**src/rtl/alu_pipe_param.sv**
```systemverilog
// Parametrised handshaked ALU with registered result/flags and an iterative
// shift-add unsigned multiplier; half-width mode operates on the low HALF bits.
module alu_pipe_param #(
   parameter int WIDTH  = 16,
   parameter bit MUL_EN = 1'b1
) (
   input  logic             Clock,
   input  logic             Reset,
   input  logic             InValid,
   output logic             InReady,
   input  logic [WIDTH-1:0] A,
   input  logic [WIDTH-1:0] B,
   input  logic [5:0]       FunSel,
   input  logic             WF,
   output logic             OutValid,
   input  logic             OutReady,
   output logic [WIDTH-1:0] ALUOut,
   output logic [3:0]       FlagsOut,
   output logic             Busy
);

   localparam int HALF = WIDTH / 2;
   localparam int IW   = $clog2(WIDTH);
   localparam int CW   = $clog2(HALF);

   typedef enum logic {IDLE, MUL} state_t;

   state_t           state;
   logic [WIDTH-1:0] mul_a;
   logic [HALF-1:0]  mul_b;
   logic [WIDTH-1:0] acc;
   logic [CW-1:0]    cnt;
   logic             mul_wf;

   logic             full, is_ext, is_mul, issue, pop, cin;
   logic [IW-1:0]    msb;
   logic [WIDTH-1:0] mask, a_op, b_op, res, acc_next;
   logic [WIDTH:0]   sum;
   logic             c_new, o_new, z_new, n_new;
   logic [3:0]       new_flags;

   assign full    = FunSel[4];
   assign is_ext  = FunSel[5];
   assign is_mul  = MUL_EN && is_ext && (FunSel[3:0] == 4'd0);
   assign Busy    = (state == MUL);
   assign InReady = !Reset && !Busy && (!OutValid || OutReady);
   assign issue   = InValid && InReady;
   assign pop     = OutValid && OutReady;
   assign cin     = FlagsOut[2];

   assign msb  = full ? IW'(WIDTH - 1) : IW'(HALF - 1);
   assign mask = full ? {WIDTH{1'b1}} : {{HALF{1'b0}}, {HALF{1'b1}}};
   assign a_op = A & mask;
   assign b_op = B & mask;

   // Single-cycle datapath; sum is evaluated at full width so the carry of a
   // half-width add lands in bit HALF while bit msb still gives the sign.
   always_comb begin
      res   = '0;
      sum   = '0;
      c_new = FlagsOut[2];
      o_new = FlagsOut[0];
      case (FunSel[3:0])
         4'd0:  res = a_op;
         4'd1:  res = b_op;
         4'd2:  res = ~a_op;
         4'd3:  res = ~b_op;
         4'd4, 4'd5: begin
            sum   = {1'b0, a_op} + {1'b0, b_op}
                    + {{WIDTH{1'b0}}, (FunSel[3:0] == 4'd5) & cin};
            res   = sum[WIDTH-1:0];
            c_new = full ? sum[WIDTH] : sum[HALF];
            o_new = (a_op[msb] == b_op[msb]) && (sum[msb] != a_op[msb]);
         end
         4'd6: begin
            sum   = {1'b0, a_op} - {1'b0, b_op};
            res   = sum[WIDTH-1:0];
            c_new = (a_op < b_op);
            o_new = (a_op[msb] != b_op[msb]) && (sum[msb] != a_op[msb]);
         end
         4'd7:  res = a_op & b_op;
         4'd8:  res = a_op | b_op;
         4'd9:  res = a_op ^ b_op;
         4'd10: res = ~(a_op & b_op);
         4'd11: begin res = a_op << 1; c_new = a_op[msb]; end
         4'd12: begin res = a_op >> 1; c_new = a_op[0]; end
         4'd13: begin res = (a_op >> 1) | (WIDTH'(a_op[msb]) << msb); c_new = a_op[0]; end
         4'd14: begin res = (a_op << 1) | WIDTH'(cin); c_new = a_op[msb]; end
         default: begin res = (a_op >> 1) | (WIDTH'(cin) << msb); c_new = a_op[0]; end
      endcase
      res = res & mask;
   end

   assign z_new     = (res == '0);
   assign n_new     = res[msb];
   assign new_flags = {z_new, c_new, n_new, o_new};
   assign acc_next  = acc + (mul_b[0] ? mul_a : '0);

   // Handshake, result/flag registers and the multiply FSM share one process.
   always_ff @(posedge Clock) begin
      if (Reset) begin
         state    <= IDLE;
         ALUOut   <= '0;
         FlagsOut <= '0;
         OutValid <= 1'b0;
         mul_a    <= '0;
         mul_b    <= '0;
         acc      <= '0;
         cnt      <= '0;
         mul_wf   <= 1'b0;
      end else begin
         if (pop)
            OutValid <= 1'b0;
         case (state)
            IDLE: begin
               if (issue) begin
                  if (is_mul) begin
                     state    <= MUL;
                     mul_a    <= {{HALF{1'b0}}, A[HALF-1:0]};
                     mul_b    <= B[HALF-1:0];
                     acc      <= '0;
                     cnt      <= '0;
                     mul_wf   <= WF;
                     OutValid <= 1'b0;
                  end else if (is_ext) begin
                     ALUOut   <= '0;
                     OutValid <= 1'b1;
                  end else begin
                     ALUOut   <= res;
                     OutValid <= 1'b1;
                     if (WF)
                        FlagsOut <= new_flags;
                  end
               end
            end
            MUL: begin
               acc   <= acc_next;
               mul_a <= mul_a << 1;
               mul_b <= mul_b >> 1;
               cnt   <= cnt + 1'b1;
               if (cnt == CW'(HALF - 1)) begin
                  state    <= IDLE;
                  ALUOut   <= acc_next;
                  OutValid <= 1'b1;
                  if (mul_wf)
                     FlagsOut <= {(acc_next == '0), 1'b0, acc_next[WIDTH-1], FlagsOut[0]};
               end
            end
            default: state <= IDLE;
         endcase
      end
   end

endmodule

```
**config.mk**
```make
export PLATFORM = sky130hd
export DESIGN_NAME = alu_pipe_param
export DESIGN_NICKNAME = d
export VERILOG_FILES = /design/src/rtl/alu_pipe_param.sv
export SDC_FILE = /design/constraint.sdc
export NUM_CORES = 1
export LEC_CHECK = 0
export BUFFER_PORTS_ARGS = -buffer_cell sky130_fd_sc_hd__buf_2
export CAP_MARGIN = 25
export CORE_MARGIN = 4
export CORE_UTILIZATION = 53
export CTS_CLUSTER_SIZE = 20
export DETAILED_ROUTE_END_ITERATION = 12
export PLACE_DENSITY = 0.77
export SLEW_MARGIN = 30
export SYNTH_ARGS = -nofsm -noshare
export SYNTH_HDL_FRONTEND = slang
export SYNTH_SLANG_ARGS = --single-unit
export TNS_END_PERCENT = 1
```
**constraint.sdc**
```tcl
create_clock -name Clock -period 11.6 [get_ports Clock]
set_input_delay 1.74 -clock Clock [delete_from_list [all_inputs] [get_ports Clock]]
set_output_delay 1.74 -clock Clock [all_outputs]
set_load 0.02 [all_outputs]
```
* Word level (Yosys, flattened, before mapping)
Index checks and enable logic that the tools add are counted.
** Storage, ports and cells
- Word-level logic and storage cells :: 136
- Input bits :: 43
- Output and inout port bits :: 23
- Register bits after elaboration :: 66
** Operators by class
- $add $sub $neg :: 5
- Muxes and demuxes :: 50
- Shift operators :: 2
- Reduce and logical (&&, ||, !) cells :: 23
- Order comparisons :: 3
- Bitwise logic cells :: 14
- Equal/unequal tests :: 28
** Operator list (count)
- $pmux 16 s14 :: 1
- $mux 16 :: 10
- $pmux 16 s2 :: 3
- $and 16x16->16 :: 4
- $not 16->16 :: 3
- $logic_not 16->1 :: 2
- $or 15x16->16 :: 2
- $shl 1x4->16 :: 2
- $eq 4x4->1 const B :: 7
- $mux 4 :: 7
- $bmux 1 s4 :: 5
- $add 16x16->17 :: 1
- $add 17x1->17 :: 1
- $add 16x16->16 :: 1
- $eq 4x3->1 const B :: 4
- $lt 16x16->1 :: 1
- $mux 8 :: 2
- $or 16x1->16 :: 1
- $or 16x16->16 :: 1
- $pmux 8 s2 :: 1
- $sub 16x16->16 :: 1
- $xor 16x16->16 :: 1
- $mux 1 :: 13
- $ne 2x2->1 const B :: 6
- 27 further kinds :: 45

* Logic depth before layout (Yosys ltp)
- Depth after elaboration :: 15
- Depth in mapped cells :: 16
- Gate-level depth less buffers :: 13

* Worst setup path before layout
OpenSTA, ideal clock, no wires.
- Path kind :: input -> register
- Start :: in FunSel[2]
- End :: reg FlagsOut[3]
- Required time :: 11.513 ns
- Path buffers :: 4
- Data arrival time :: 5.368 ns
- Setup slack :: 6.145 ns
- Stages on the path :: 16
- Library setup time :: 0.087 ns
- Cells stage by stage :: buf_2 > buf_2 > buf_2 > buf_1 > nand4_1 > fa_1 > fa_1 > nor2b_1 > o211ai_2 > a211oi_2 > o21ai_1 > mux2_2 > a211o_1 > a2111oi_0 > nand4_1 > o31ai_1
** Between the ends
- Longest elaborated chain between the ends :: 11
** RTL lines
- start, declared :: line 13 : input logic [5:0] FunSel,
- $eq 4x3->1 :: line 63, 70
- $and 1x1->1 :: line 70 : + {{WIDTH{1'b0}}, (FunSel[3:0] == 4'd5) & cin};
- $add 17x1->17 :: line 70
- $pmux 16 s14 :: line 63 : case (FunSel[3:0])
- $and 16x16->16 :: line 91 : res = res & mask;
- $logic_not 16->1 :: line 94 : assign z_new = (res == '0);
- $mux 4 :: line 131 : if (WF)
- $mux 4 :: line 125 : end else if (is_ext) begin
- $mux 4 :: line 117 : if (is_mul) begin
- $mux 4 :: line 116 : if (issue) begin
- $pmux 4 s2 :: line 114 : case (state)
- end signal, assigned :: line 132 : FlagsOut <= new_flags;
- end signal, assigned :: line 146 : FlagsOut <= {(acc_next == '0), 1'b0, acc_next[WIDTH-1], FlagsOut[0]};
- end, declared :: line 18 : output logic [3:0] FlagsOut,
Several ways; a longest one is shown, not always the timed one. The select of a mux whose other input is x is not followed.
A chain may end at the register's enable or synchronous reset.

* Worst setup path after layout
- Start :: in FunSel[0]
- End :: reg FlagsOut[3]
Same word-level chain as after synthesis.

==> impl_results.md <==
- DR vias: between 8k and 9k
- Top post-synthesis cells by count: 116 x nand2_1, 100 x a21oi_1, 83 x nor2_1
- Post-CTS Setup Inserts: 0
- RD Place Congestion: 0.9969
- Crit-path slowest cell: buf_4
- Synth area leaders: dfxtp_1 17%, ha_1 10%, a21oi_1 6.4%, nand2_1 5.6%, nor2_1 4.0%
- CTS tree: yes
- DR vias/cell: ~6.7
- Share of cells above drive strength 1: between 10 and 15%
- Power per cell area: a little under 90 mW/mm^2
- Synth Area per Inst: between 7 and 8 um^2
- Number of flops mapped to enable cells by yosys: 0
- Clock transition at path regs: roughly 0.05 ns
- Worst R2R Path Depth: 12
- Dpl cell area: between 0.008 and 0.009 mm^2
- Hold_ws: 0.4476 ns
- Post-Syn Nets: around 1.2k
- Design Area, Final: between 0.008 and 0.009 mm^2
- Synth Area in Simple Gates: between 20% and 30%
- I/O Pins: 66
- Wire length per cell: a little over 20 um
- Die H: ~130 um
- Main combinational cell family by area after synthesis: compound AO/OA/AOI/OAI gates
- Slew @ Worst Pin: ~0.90 ns
- Fillers: approximately 1.4k
- Sequential area share after synthesis: around 17%
- Clk Latency, worst-skew pair: about 0.34 ns
- Fin. Hold Viols: 0
- Hold path depth: 2
- Buffers on Ports: 65
- Synth warn: 0
- Maximum VDD drop: slightly below 70 uV
- P&R area growth vs syn: 7.390%
- Slew Limit Fails: 0
- RSZ-0062 raised after global routing: false
- Placed cells: between 1k and 1.5k
- Nets: around 1.2k
- Setup violators final: 0
- Post-synthesis async set-or-reset flop share: 0%
- Fmax: roughly 180 MHz
- Initial DRC count: about 1.2k
- First-pass GRT wire length: 40410 um
- Die outline width: around 130 um
- CP arrival: 5.87 ns
- Core area: 0.01448 mm^2
- Setup TNS: 0 ns
- Primary FF master, synth: dfxtp_1
- Finished Layout Cells: ~1.3k
- CP endpoint kind: register
- Hold Buf Count CTS: 0
- Area leader, netlist: dfxtp_1
- Post-synth top area share: ~17%
- Count leader, synth: nand2_1
- Compound-cell area share of the yosys netlist: 33.33%
- Mapped Cells: roughly 1.1k
- Row Count: 44
- Crit path time final: around 5.6 ns
- Max Cap Violations: 0
- Pre-CTS WS: around 5.7 ns
- Final period utilization: ~48%
- CP Data Required Time: between 10 and 15 ns
- Cell leakage power: around 3.6 nW
- Post-synthesis adder-cell area fraction: between 10% and 20%
- # clock sinks: between 60 and 70
- Root Driver: clkbuf_16
- DRC viols: 0
- Post-layout total power: around 730 uW
- Flops & latches, synth: 66
- Slew margin rel.: 39.54%
- Starting density of the core: a little over half
- Post-Route WL: 25710 um
- Critical path's largest stage delay: 0.47 ns
- Routed Antenna Nets: 0
- Synthesized area: ~0.008 mm^2
- Largest net degree at the start of global routing: 80
- Status: completed
- Worst setup SP type: input pin
- HP Class: register to register
- Die outline area: 0.01670 mm^2
- CTS resizes: 0
- Initial antenna violation count: 0
- Vias in the first global route: between 7k and 8k
- Post-synthesis xor/xnor area fraction: ~3.0%
- Gr ovfl total: 0
- DRT Pass-1 Iters: 6
- Setup Skew: around 0.0053 ns
- N_diodes: 0
- Yosys cell types: 93
- Mux cell area share after synthesis: a little over 3%
- Critical Path Fanout Max: 61
- Final core occ: about 58%
- H-tree Lvls: 3
- Hpwl dp: roughly 19000 um
- Max clock buf depth: 2
- Setup ws final: ~6.0 ns
- Worst path cell trace: buf_2, buf_4, nor2b_1, nand4_1, fa_1, fa_1, nor2b_1, o211ai_2, a211oi_2, o21ai_1, mux2_2, a211o_1, a2111oi_0, nand4_1, o31ai_1
- Tot GR Track Use: 30.08%
- Total CTS buffers: 9
- Kind of critical path: input pin to register
-- state kept, by name, indices dropped and copies added (netlist names) --
register	cells
ALUOut	16
FlagsOut	4
mul_a	16
acc	16
mul_b	8
mul_wf	1
cnt	3
Busy	1
OutValid	1
-- cells in the final DEF, fill, tap and decap left out, types with 9 or more instances in the layout --
master     count
inv_1         51
o211ai_1      13
and3_1        10
or2_2          9
nor2_1        81
a22oi_1       26
nand3_1       17
nor3_1        30
nand2_1      116
and2_1        20
nor2b_1       16
clkbuf_16      9
buf_2         65
nor3b_1       13
a21oi_1      100
ha_1          65
xnor2_1       18
buf_4         11
a31oi_1       11
o22ai_1       12
o21ai_0       39
a311oi_1      11
dfxtp_1       65
a221oi_1      13
mux2i_1       19
nand2b_1      18
a211oi_1      13
a21o_1        18
xor2_1         9
-- per-layer routing --
metal | global-route usage (%) | routed length [um] | vias to the layer above
met5 | 0 | 0 | -
met4 | 13.71 | 1237 | 0
met3 | 5.647 | 2522 | 101
met2 | 45.03 | 11220 | 520
met1 | 41.86 | 10730 | 3905
li1 | - | - | 3999
-- critical path: cells and delay by family --
kind / cells / cell delay, ns
compound gates: 6 / 1.55
fa+ha+maj: 2 / 0.87
buf+inv: 2 / 0.54
mux: 1 / 0.31
simple gates: 4 / 0.83
-- report_power, final --
group | switching [mW] | internal, mW
Combinational | 0.158 | 0.0848
Sequential | 0.00269 | 0.232
Clock | 0.0953 | 0.154
-- final timing paths --
path,from,end,slack [ns]
setup / recovery,FunSel[0],FlagsOut[3],5.98
hold / removal,FlagsOut[0],FlagsOut[0],0.45
setup reg to reg,mul_b[0],FlagsOut[3],7.51
hold reg to reg,FlagsOut[0],FlagsOut[0],0.45
-- logic make-up after synthesis --
group,count (synthesis)
AO/OA/AOI/OAI,371
XOR/XNOR,27
adder cells (fa/ha/maj),69
buffers and inverters,134
flip-flops,66
multiplexers,23
AND/OR/NAND/NOR,383
-- area by class of cell --
class	instances	area, um^2	share of cell area (%)
sequential	66	1323	15.81
clock inverter	3	15.01	0.1795
timing repair buffer	77	422.9	5.056
inverter	54	202.7	2.423
tap	184	230.2	2.752
clock buffer	12	256.5	3.067
multi-input combinational	873	5914	70.71
Power figures use the tool's default switching activity.
